`src/rtl/gpu_local_responder_if.sv`:
```
// Host/GPU/RAM/register-window bundle for gpu_local_responder.
// The slave modport is the responder; the master modport is the host CPU side plus the memories.
interface gpu_local_responder_if;
    logic        ioreq;
    logic        io_wr;
    logic [12:0] cpuaddr;
    logic [31:0] cpudata;
    logic        ack;
    logic [31:0] mem_data;
    logic        gpu_req;
    logic        gpu_gnt;
    logic        ram_cs;
    logic        ram_we;
    logic [11:0] ram_addr;
    logic [31:0] ram_wdata;
    logic [31:0] ram_rdata;
    logic        reg_cs;
    logic        reg_we;
    logic [11:0] reg_addr;
    logic [31:0] reg_wdata;
    logic [31:0] reg_rdata;

    modport slave (
        input  ioreq, io_wr, cpuaddr, cpudata, gpu_req, ram_rdata, reg_rdata,
        output ack, mem_data, gpu_gnt,
               ram_cs, ram_we, ram_addr, ram_wdata,
               reg_cs, reg_we, reg_addr, reg_wdata
    );

    modport master (
        output ioreq, io_wr, cpuaddr, cpudata, gpu_req, ram_rdata, reg_rdata,
        input  ack, mem_data, gpu_gnt,
               ram_cs, ram_we, ram_addr, ram_wdata,
               reg_cs, reg_we, reg_addr, reg_wdata
    );
endinterface

```
`src/rtl/gpu_local_responder.sv`:
```
// Host I/O responder: arbitrates one host access against GPU local-RAM traffic.
// Optional one-entry write-post buffer enabled by `define GPU_IOREQ_WRPOST_EN.
module gpu_local_responder #(
    parameter int STARVE_MAX = 4
) (
    input  logic                  sys_clk,
    input  logic                  reset,
    gpu_local_responder_if.slave  bus
);
    typedef enum logic [2:0] {IDLE, ARB, ACCESS, DATA, DONE} state_t;

    typedef struct packed {
        logic        wr;
        logic [12:0] addr;
        logic [31:0] data;
    } req_t;

    localparam logic [2:0] STARVE_LIM = 3'(STARVE_MAX);

    state_t     state;
    req_t       req;
    logic [2:0] starve_cnt;
    logic       host_wins;

`ifdef GPU_IOREQ_WRPOST_EN
    // Latched write already acknowledged; the FSM stays busy until it drains.
    logic       posted;
`endif

    assign host_wins   = !bus.gpu_req || (starve_cnt == STARVE_LIM);
    assign bus.gpu_gnt = bus.gpu_req & (state != ACCESS);

    always_ff @(posedge sys_clk or posedge reset) begin
        if (reset) begin
            state         <= IDLE;
            req           <= '0;
            starve_cnt    <= '0;
            bus.ack       <= 1'b0;
            bus.mem_data  <= '0;
            bus.ram_cs    <= 1'b0;
            bus.ram_we    <= 1'b0;
            bus.ram_addr  <= '0;
            bus.ram_wdata <= '0;
            bus.reg_cs    <= 1'b0;
            bus.reg_we    <= 1'b0;
            bus.reg_addr  <= '0;
            bus.reg_wdata <= '0;
`ifdef GPU_IOREQ_WRPOST_EN
            posted        <= 1'b0;
`endif
        end else begin
            bus.ack    <= 1'b0;
            bus.ram_cs <= 1'b0;
            bus.ram_we <= 1'b0;
            bus.reg_cs <= 1'b0;
            bus.reg_we <= 1'b0;
            unique case (state)
                IDLE: begin
                    if (bus.ioreq) begin
                        req        <= '{wr: bus.io_wr, addr: bus.cpuaddr, data: bus.cpudata};
                        starve_cnt <= '0;
                        state      <= ARB;
`ifdef GPU_IOREQ_WRPOST_EN
                        posted     <= bus.io_wr;
                        bus.ack    <= bus.io_wr;
`endif
                    end
                end
                ARB: begin
                    if (host_wins) begin
                        // Strobes are registered, so they are set on entry to ACCESS.
                        state <= ACCESS;
                        if (req.addr[12]) begin
                            bus.ram_cs    <= 1'b1;
                            bus.ram_we    <= req.wr;
                            bus.ram_addr  <= req.addr[11:0];
                            bus.ram_wdata <= req.data;
                        end else begin
                            bus.reg_cs    <= 1'b1;
                            bus.reg_we    <= req.wr;
                            bus.reg_addr  <= req.addr[11:0];
                            bus.reg_wdata <= req.data;
                        end
                    end else if (starve_cnt != 3'd7) begin
                        starve_cnt <= starve_cnt + 3'd1;
                    end
                end
                ACCESS: begin
                    state <= req.wr ? DONE : DATA;
`ifdef GPU_IOREQ_WRPOST_EN
                    bus.ack <= req.wr & ~posted;
`else
                    bus.ack <= req.wr;
`endif
                end
                DATA: begin
                    bus.mem_data <= req.addr[12] ? bus.ram_rdata : bus.reg_rdata;
                    bus.ack      <= 1'b1;
                    state        <= DONE;
                end
                DONE: begin
                    state <= IDLE;
`ifdef GPU_IOREQ_WRPOST_EN
                    posted <= 1'b0;
`endif
                end
                default: state <= IDLE;
            endcase
        end
    end
endmodule

```
`src/flat_wrapper.sv`:
```
// flat-port wrapper written by rule: the top's interface ports become plain ports
module gpu_local_responder_flat 
#(
    parameter int STARVE_MAX = 4
)
  (sys_clk, reset, bus_ioreq, bus_io_wr, bus_cpuaddr, bus_cpudata, bus_gpu_req, bus_ram_rdata, bus_reg_rdata, bus_ack, bus_mem_data, bus_gpu_gnt, bus_ram_cs, bus_ram_we, bus_ram_addr, bus_ram_wdata, bus_reg_cs, bus_reg_we, bus_reg_addr, bus_reg_wdata);
  gpu_local_responder_if bus_i ();
  input  logic sys_clk;
  input  logic reset;
  input wire logic [$bits(bus_i.ioreq)-1:0] bus_ioreq;
  input wire logic [$bits(bus_i.io_wr)-1:0] bus_io_wr;
  input wire logic [$bits(bus_i.cpuaddr)-1:0] bus_cpuaddr;
  input wire logic [$bits(bus_i.cpudata)-1:0] bus_cpudata;
  input wire logic [$bits(bus_i.gpu_req)-1:0] bus_gpu_req;
  input wire logic [$bits(bus_i.ram_rdata)-1:0] bus_ram_rdata;
  input wire logic [$bits(bus_i.reg_rdata)-1:0] bus_reg_rdata;
  output wire logic [$bits(bus_i.ack)-1:0] bus_ack;
  output wire logic [$bits(bus_i.mem_data)-1:0] bus_mem_data;
  output wire logic [$bits(bus_i.gpu_gnt)-1:0] bus_gpu_gnt;
  output wire logic [$bits(bus_i.ram_cs)-1:0] bus_ram_cs;
  output wire logic [$bits(bus_i.ram_we)-1:0] bus_ram_we;
  output wire logic [$bits(bus_i.ram_addr)-1:0] bus_ram_addr;
  output wire logic [$bits(bus_i.ram_wdata)-1:0] bus_ram_wdata;
  output wire logic [$bits(bus_i.reg_cs)-1:0] bus_reg_cs;
  output wire logic [$bits(bus_i.reg_we)-1:0] bus_reg_we;
  output wire logic [$bits(bus_i.reg_addr)-1:0] bus_reg_addr;
  output wire logic [$bits(bus_i.reg_wdata)-1:0] bus_reg_wdata;
  assign bus_i.ioreq = bus_ioreq;
  assign bus_i.io_wr = bus_io_wr;
  assign bus_i.cpuaddr = bus_cpuaddr;
  assign bus_i.cpudata = bus_cpudata;
  assign bus_i.gpu_req = bus_gpu_req;
  assign bus_i.ram_rdata = bus_ram_rdata;
  assign bus_i.reg_rdata = bus_reg_rdata;
  assign bus_ack = bus_i.ack;
  assign bus_mem_data = bus_i.mem_data;
  assign bus_gpu_gnt = bus_i.gpu_gnt;
  assign bus_ram_cs = bus_i.ram_cs;
  assign bus_ram_we = bus_i.ram_we;
  assign bus_ram_addr = bus_i.ram_addr;
  assign bus_ram_wdata = bus_i.ram_wdata;
  assign bus_reg_cs = bus_i.reg_cs;
  assign bus_reg_we = bus_i.reg_we;
  assign bus_reg_addr = bus_i.reg_addr;
  assign bus_reg_wdata = bus_i.reg_wdata;
  gpu_local_responder #(.STARVE_MAX(STARVE_MAX)) u_core (.sys_clk(sys_clk), .reset(reset), .bus(bus_i));
endmodule
```
`config.mk`:
```
export PLATFORM = sky130hd
export DESIGN_NAME = gpu_local_responder_flat
export DESIGN_NICKNAME = d
export VERILOG_FILES = /design/src/rtl/gpu_local_responder_if.sv /design/src/rtl/gpu_local_responder.sv /design/src/flat_wrapper.sv
export SDC_FILE = /design/constraint.sdc
export NUM_CORES = 1
export LEC_CHECK = 0
export CAP_MARGIN = 20
export CORE_ASPECT_RATIO = 0.7
export CORE_MARGIN = 3
export CORE_UTILIZATION = 45
export CTS_CLUSTER_SIZE = 12
export DETAILED_ROUTE_END_ITERATION = 10
export GPL_TIMING_DRIVEN = 0
export PLACE_DENSITY_LB_ADDON = 0.3
export SLEW_MARGIN = 15
export SYNTH_ARGS = -nofsm -noshare
export SYNTH_HDL_FRONTEND = slang
export SYNTH_SLANG_ARGS = --single-unit
```
`constraint.sdc`:
```
create_clock -name sys_clk -period 22 [get_ports sys_clk]
set_clock_uncertainty 0.1 [all_clocks]
set_input_delay 6.6 -clock sys_clk [delete_from_list [all_inputs] [get_ports sys_clk]]
set_output_delay 6.6 -clock sys_clk [all_outputs]
set_load 0.005 [all_outputs]
```
Word level (Yosys, flattened, before mapping)
Index checks and enable logic that the tools add are counted.

Register bits: 177. Output and inout bits: 126. Logic and storage cells: 59.

Add/subtract/negate cells: 1. Equal/unequal tests: 10. Muxes and demuxes: 22. Bitwise operators: 2. Reduce and logical (&&, ||, !) cells: 9.

Operator list (number): $mux W32 (1); $mux W3 (6); $mux W1 (12); $pmux W3 S4 (1); $eq A3 B2 Y1 const B (2); $pmux W3 S2 (1); $reduce_and A3 Y1 (2); $ne A2 B1 Y1 const B (2); $ne A2 B2 Y1 const B (2); $reduce_and A2 Y1 (2); $reduce_and A4 Y1 (1); $add A3 B1 Y3 const B (1); $eq A3 B1 Y1 const B (1); $eq A3 B3 Y1 const B (1); $logic_not A3 Y1 (1); $ne A3 B2 Y1 const B (1); $ne A3 B3 Y1 const B (1); $pmux W1 S2 (1); $reduce_bool A2 Y1 (1); $and A1 B1 Y1 (1); $logic_not A1 Y1 (1); $logic_or A1 B1 Y1 (1); $not A1 Y1 (1).

Logic depth before layout (Yosys ltp)
Gate-level depths: netlist of the first run.

Word-level depth: 4. Gate-level depth with buffers: 6.

Worst setup path before layout of the first run
OpenSTA, ideal clock, no wires.

Kind: in2out. Start: input bus_gpu_req. End: output bus_gpu_gnt. Data arrival time: 6.707 ns. Setup slack: 8.593 ns. Stages: 1. Cell sequence: o21a_1.

Word-level cells in the longest chain between the ends: 1.

RTL lines: start: declaration (line flat_wrapper.sv:14) `input wire logic [$bits(bus_i.gpu_req)-1:0] bus_gpu_req;`; $and A1 B1 Y1 (line gpu_local_responder.sv:31) `assign bus.gpu_gnt = bus.gpu_req & (state != ACCESS);`; end: declaration (line flat_wrapper.sv:19) `output wire logic [$bits(bus_i.gpu_gnt)-1:0] bus_gpu_gnt;`.

No other way between the ends.

Worst setup path in the final report of the first run
Ends and elaborated chain as after synthesis.

==> impl_metrics.csv, run 1 <==
group,metric,value,unit
cts,insertion_delay,0.41,ns
detailed_routing,wl_per_cell,18.08,um
finish,drive_above_1_share,25.10,%
sta,relSlewSlack,58.41,%
global_routing,grt.total_usage,20.17,%
detailed_routing,drc_errors,0,
global_routing,grt_pass1_vias,5078,
worst_setup_path,cp_data_arrival_time,7.73,ns
logic_synthesis,yosysWarnings,0,
cts,cts_num_sinks,177,
sta,drv_slew,0,
detailed_routing,vias,4647,
logic_synthesis,synth_top_family_by_area,"multiplexers",
worst_setup_path,critPathCaptureType,"output port",
detailed_routing,drt_iter0_markers,145,
place,dp_hpwl,12530,um
global_routing,grt_max_degree,94,
sta,rsz0062_at_grt,"false",
global_routing,grt_pass1_wl,26650,um
worst_setup_path,critPathKind,"in -> out",
worst_setup_path,r2r_slack,19.96,ns
cts,cts_tree,"built",
job,maxCapViolations,0,
logic_synthesis,postSynthNetCount,590,
logic_synthesis,synth.mux.area_fraction,26.31,%
floorplanning,die_w,155.0,um
global_routing,antenna_found_initial,0,
pwr,vdd_ir_drop_max,84.49,uV
pwr,power_density,145.3,mW/mm^2
logic_synthesis,ys_seq_area_share,63.33,%
finish,fillCellCount,1044,
logic_synthesis,postSynthCellCount,473,
min_path,hold_path_class,"reg -> reg",
detailed_routing,dr.pass1.iters,4,
sta,period_minus_slack,14.43,ns
cts,hold_buffers,0,
logic_synthesis,netlist.top_cell.by_area,"dfrtp_1",
place,dp.cells,908,
logic_synthesis,synth_cell_types,27,
finish,diodes,0,
detailed_routing,ant_nets,0,
cts,cts_buffer_depth,2,
logic_synthesis,syn_area_per_cell,14.79,um^2
floorplanning,die_y,110.3,um
cts,numCtsBuffers,17,
worst_setup_path,cp-start-kind,"primary input",
logic_synthesis,synthAdderAreaFrac,0.5367,%
detailed_routing,viasPerCell,4.944,
floorplanning,rows,37,
floorplanning,core_area,0.01495,mm^2
logic_synthesis,yosys.area_share.simple,4.204,%
finish,stdcell_count,940,
floorplanning,die-area,0.01710,mm^2
cts,clk_pin_slew_worst_paths,0.07,ns
cts,cts_root_buffer,"clkbuf_16",
finish,fin_nets,849,
global_routing,grt.overflow.total,0,
logic_synthesis,synth_seq_cells,177,
logic_synthesis,netlist_area,0.006994,mm^2
floorplanning,ios,240,
logic_synthesis,synth-compound-area-share,3.095,%
sta,hold_viol,0,
finish,syn_to_final_growth,47.51,%
run_status,status,"finished clean",
cts,cts_setup_buffers,0,
min_path,whs_path_depth,2,
worst_setup_path,reg2reg_depth,6,
sta,max_freq,69.29,MHz
cts,cts-htree-levels,4,
logic_synthesis,synth_top_area_share,63.33,%
worst_setup_path,critPathMaxFanout,3,
cts,cts_resized,0,
place,globalplace.congestion,0.8096,
sta,fin_crit_sh,65.60,%
logic_synthesis,synth_xor_area_share,0,%
worst_setup_path,worstPathRequired,15.30,ns
place,io_buffers,239,
sta,setup_viol,0,
pwr,power.leakage,4.493,nW
detailed_routing,wl,16990,um
floorplanning,start_util,46.77,%
sta,tightest_slew,0.6212,ns
logic_synthesis,synth_top_cells_by_area,"dfrtp_1 63%, mux2_2 21%, mux2i_1 4.6%",
sta,setup_tns,0,ns
where the power goes:
part	total [W]	leakage (nW)	internal (W)	switching [W]
Combinational	0.000587	2.03	0.000378	0.000210
Clock	0.000329	0.318	0.000195	0.000134
Sequential	0.000582	2.14	0.000487	0.0000949
critical path: stages:
cell and delay, ns:
clkdlybuf4s50_1 0.49, o21a_1 0.13, clkdlybuf4s50_1 0.51
placed cells by master, fill, tap and decap left out, types with 6 or more instances in the layout:
cell | netlist | layout
clkdlybuf4s50_1 | 0 | 239
dfrtp_1 | 177 | 177
mux2_2 | 131 | 131
nand2_1 | 35 | 35
o21ai_0 | 34 | 34
mux2i_1 | 32 | 32
clkbuf_16 | 0 | 17
buf_2 | 12 | 12
clkbuf_1 | 6 | 7
buf_6 | 6 | 6
inv_1 | 7 | 6
nor2_1 | 6 | 6
flip-flops by register name, indices dropped and copies added, names as in the netlist:
name                  cells
u_core.bus.ram_addr      12
u_core.bus.ack            1
u_core.starve_cnt         3
u_core.bus.reg_cs         1
u_core.bus.ram_wdata     32
u_core.bus.mem_data      32
u_core.bus.reg_we         1
u_core.bus.reg_addr      12
u_core.req               46
u_core.bus.ram_we         1
u_core.bus.ram_cs         1
u_core.state              3
u_core.bus.reg_wdata     32
per-stage QoR:
step / util, % / power [W] / setup slack [ns] / area [um^2] / hold slack, ns
global placement: 64.40 / 0.001147 / 7.547 / 9630 / 0.3627
detailed placement: 64.64 / 0.001182 / 7.553 / 9666 / 0.3702
finish: 69.00 / 0.001499 / 7.568 / 10320 / 0.3805
CTS: 69.00 / 0.001519 / 7.549 / 10320 / 0.3862
global route: 69.00 / 0.001593 / 7.530 / 10320 / 0.4025
floorplan: - / 0.0008442 / 8.593 / 6994 / 0.3727
cell usage after synthesis:
| master | count |
|---|---|
| ha_1 | 3 |
| nor2_1 | 6 |
| a2bb2oi_1 | 1 |
| nand3b_1 | 1 |
| a21bo_2 | 1 |
| o21ai_0 | 34 |
| a21oi_1 | 1 |
| nand4b_1 | 1 |
| inv_1 | 7 |
| mux2_1 | 4 |
| mux2i_1 | 32 |
| nand2_1 | 35 |
| dfrtp_1 | 177 |
| nand2b_1 | 3 |
| a21boi_0 | 1 |
| nor3_1 | 2 |
| nor2_4 | 1 |
| mux2_2 | 131 |
| nand4_4 | 2 |
| buf_6 | 6 |
| clkbuf_1 | 6 |
| nor2b_1 | 2 |
| buf_2 | 12 |
| nand3_1 | 1 |
| o21a_1 | 1 |
| nor4b_4 | 1 |
| a21o_1 | 1 |
worst paths after layout:
kind,from,to
worst max register to register,u_core.starve_cnt[0]$_DFFE_PP0P_,u_core.bus.reg_wdata[17]$_DFFE_PP0P_
worst min register to register,u_core.bus.mem_data[1]$_DFFE_PP0N_,u_core.bus.mem_data[1]$_DFFE_PP0N_
worst max-delay path,bus_gpu_req,bus_gpu_gnt
worst min-delay path,u_core.bus.mem_data[1]$_DFFE_PP0N_,u_core.bus.mem_data[1]$_DFFE_PP0N_
min in group asynchronous,reset,u_core.bus.ram_wdata[16]$_DFFE_PP0P_
max in group asynchronous,reset,u_core.state[2]$_DFFE_PP0P_
routing by layer:
layer	global-route usage (%)	vias up	part of all wire (%)
met5	0	-	0
met4	5.923	0	1.2
met3	8.506	15	9.2
met2	34.10	148	49
met1	23.86	2301	41
li1	-	2183	-
cell type report:
class | count | area [um^2] | area share (%)
Clock buffer | 18 | 429.2 | 4.160
Sequential cell | 177 | 4429 | 42.93
Inverter | 7 | 33.78 | 0.3274
Buffer | 24 | 150.1 | 1.455
Tap cell | 195 | 244.0 | 2.365
Clock inverter | 14 | 222.7 | 2.159
Multi-Input combinational cell | 265 | 2389 | 23.15
Timing Repair Buffer | 240 | 2420 | 23.45
kinds of logic after synthesis:
family | count (synthesis)
DFF | 177
muxes | 167
and+or+nand+nor | 55
AOI/OAI and AO/OA | 40
buffers and inverters | 31
adders and majority gates | 3
No activity file was read; power rests on OpenSTA's default activity.
==> run 2: changes to the inputs <==
==> constraint.sdc (replaced) <==
create_clock -name sys_clk -period 13.4 [get_ports sys_clk]
set_clock_uncertainty 0.1 [all_clocks]
set_input_delay 4.02 -clock sys_clk [delete_from_list [all_inputs] [get_ports sys_clk]]
set_output_delay 4.02 -clock sys_clk [all_outputs]
set_load 0.005 [all_outputs]
==> results of run 2 <==
The final DEF is identical to that of run 1. Status: finished clean.
Main changes from that run: setup slack after placement 7.553 ns -> 4.113 ns; setup slack after layout 7.568 ns -> 4.128 ns; register-to-register setup slack 19.96 ns -> 11.36 ns; total power 0.001499 W -> 0.002461 W; worst IR drop on VDD 84.49 uV -> 138.7 uV
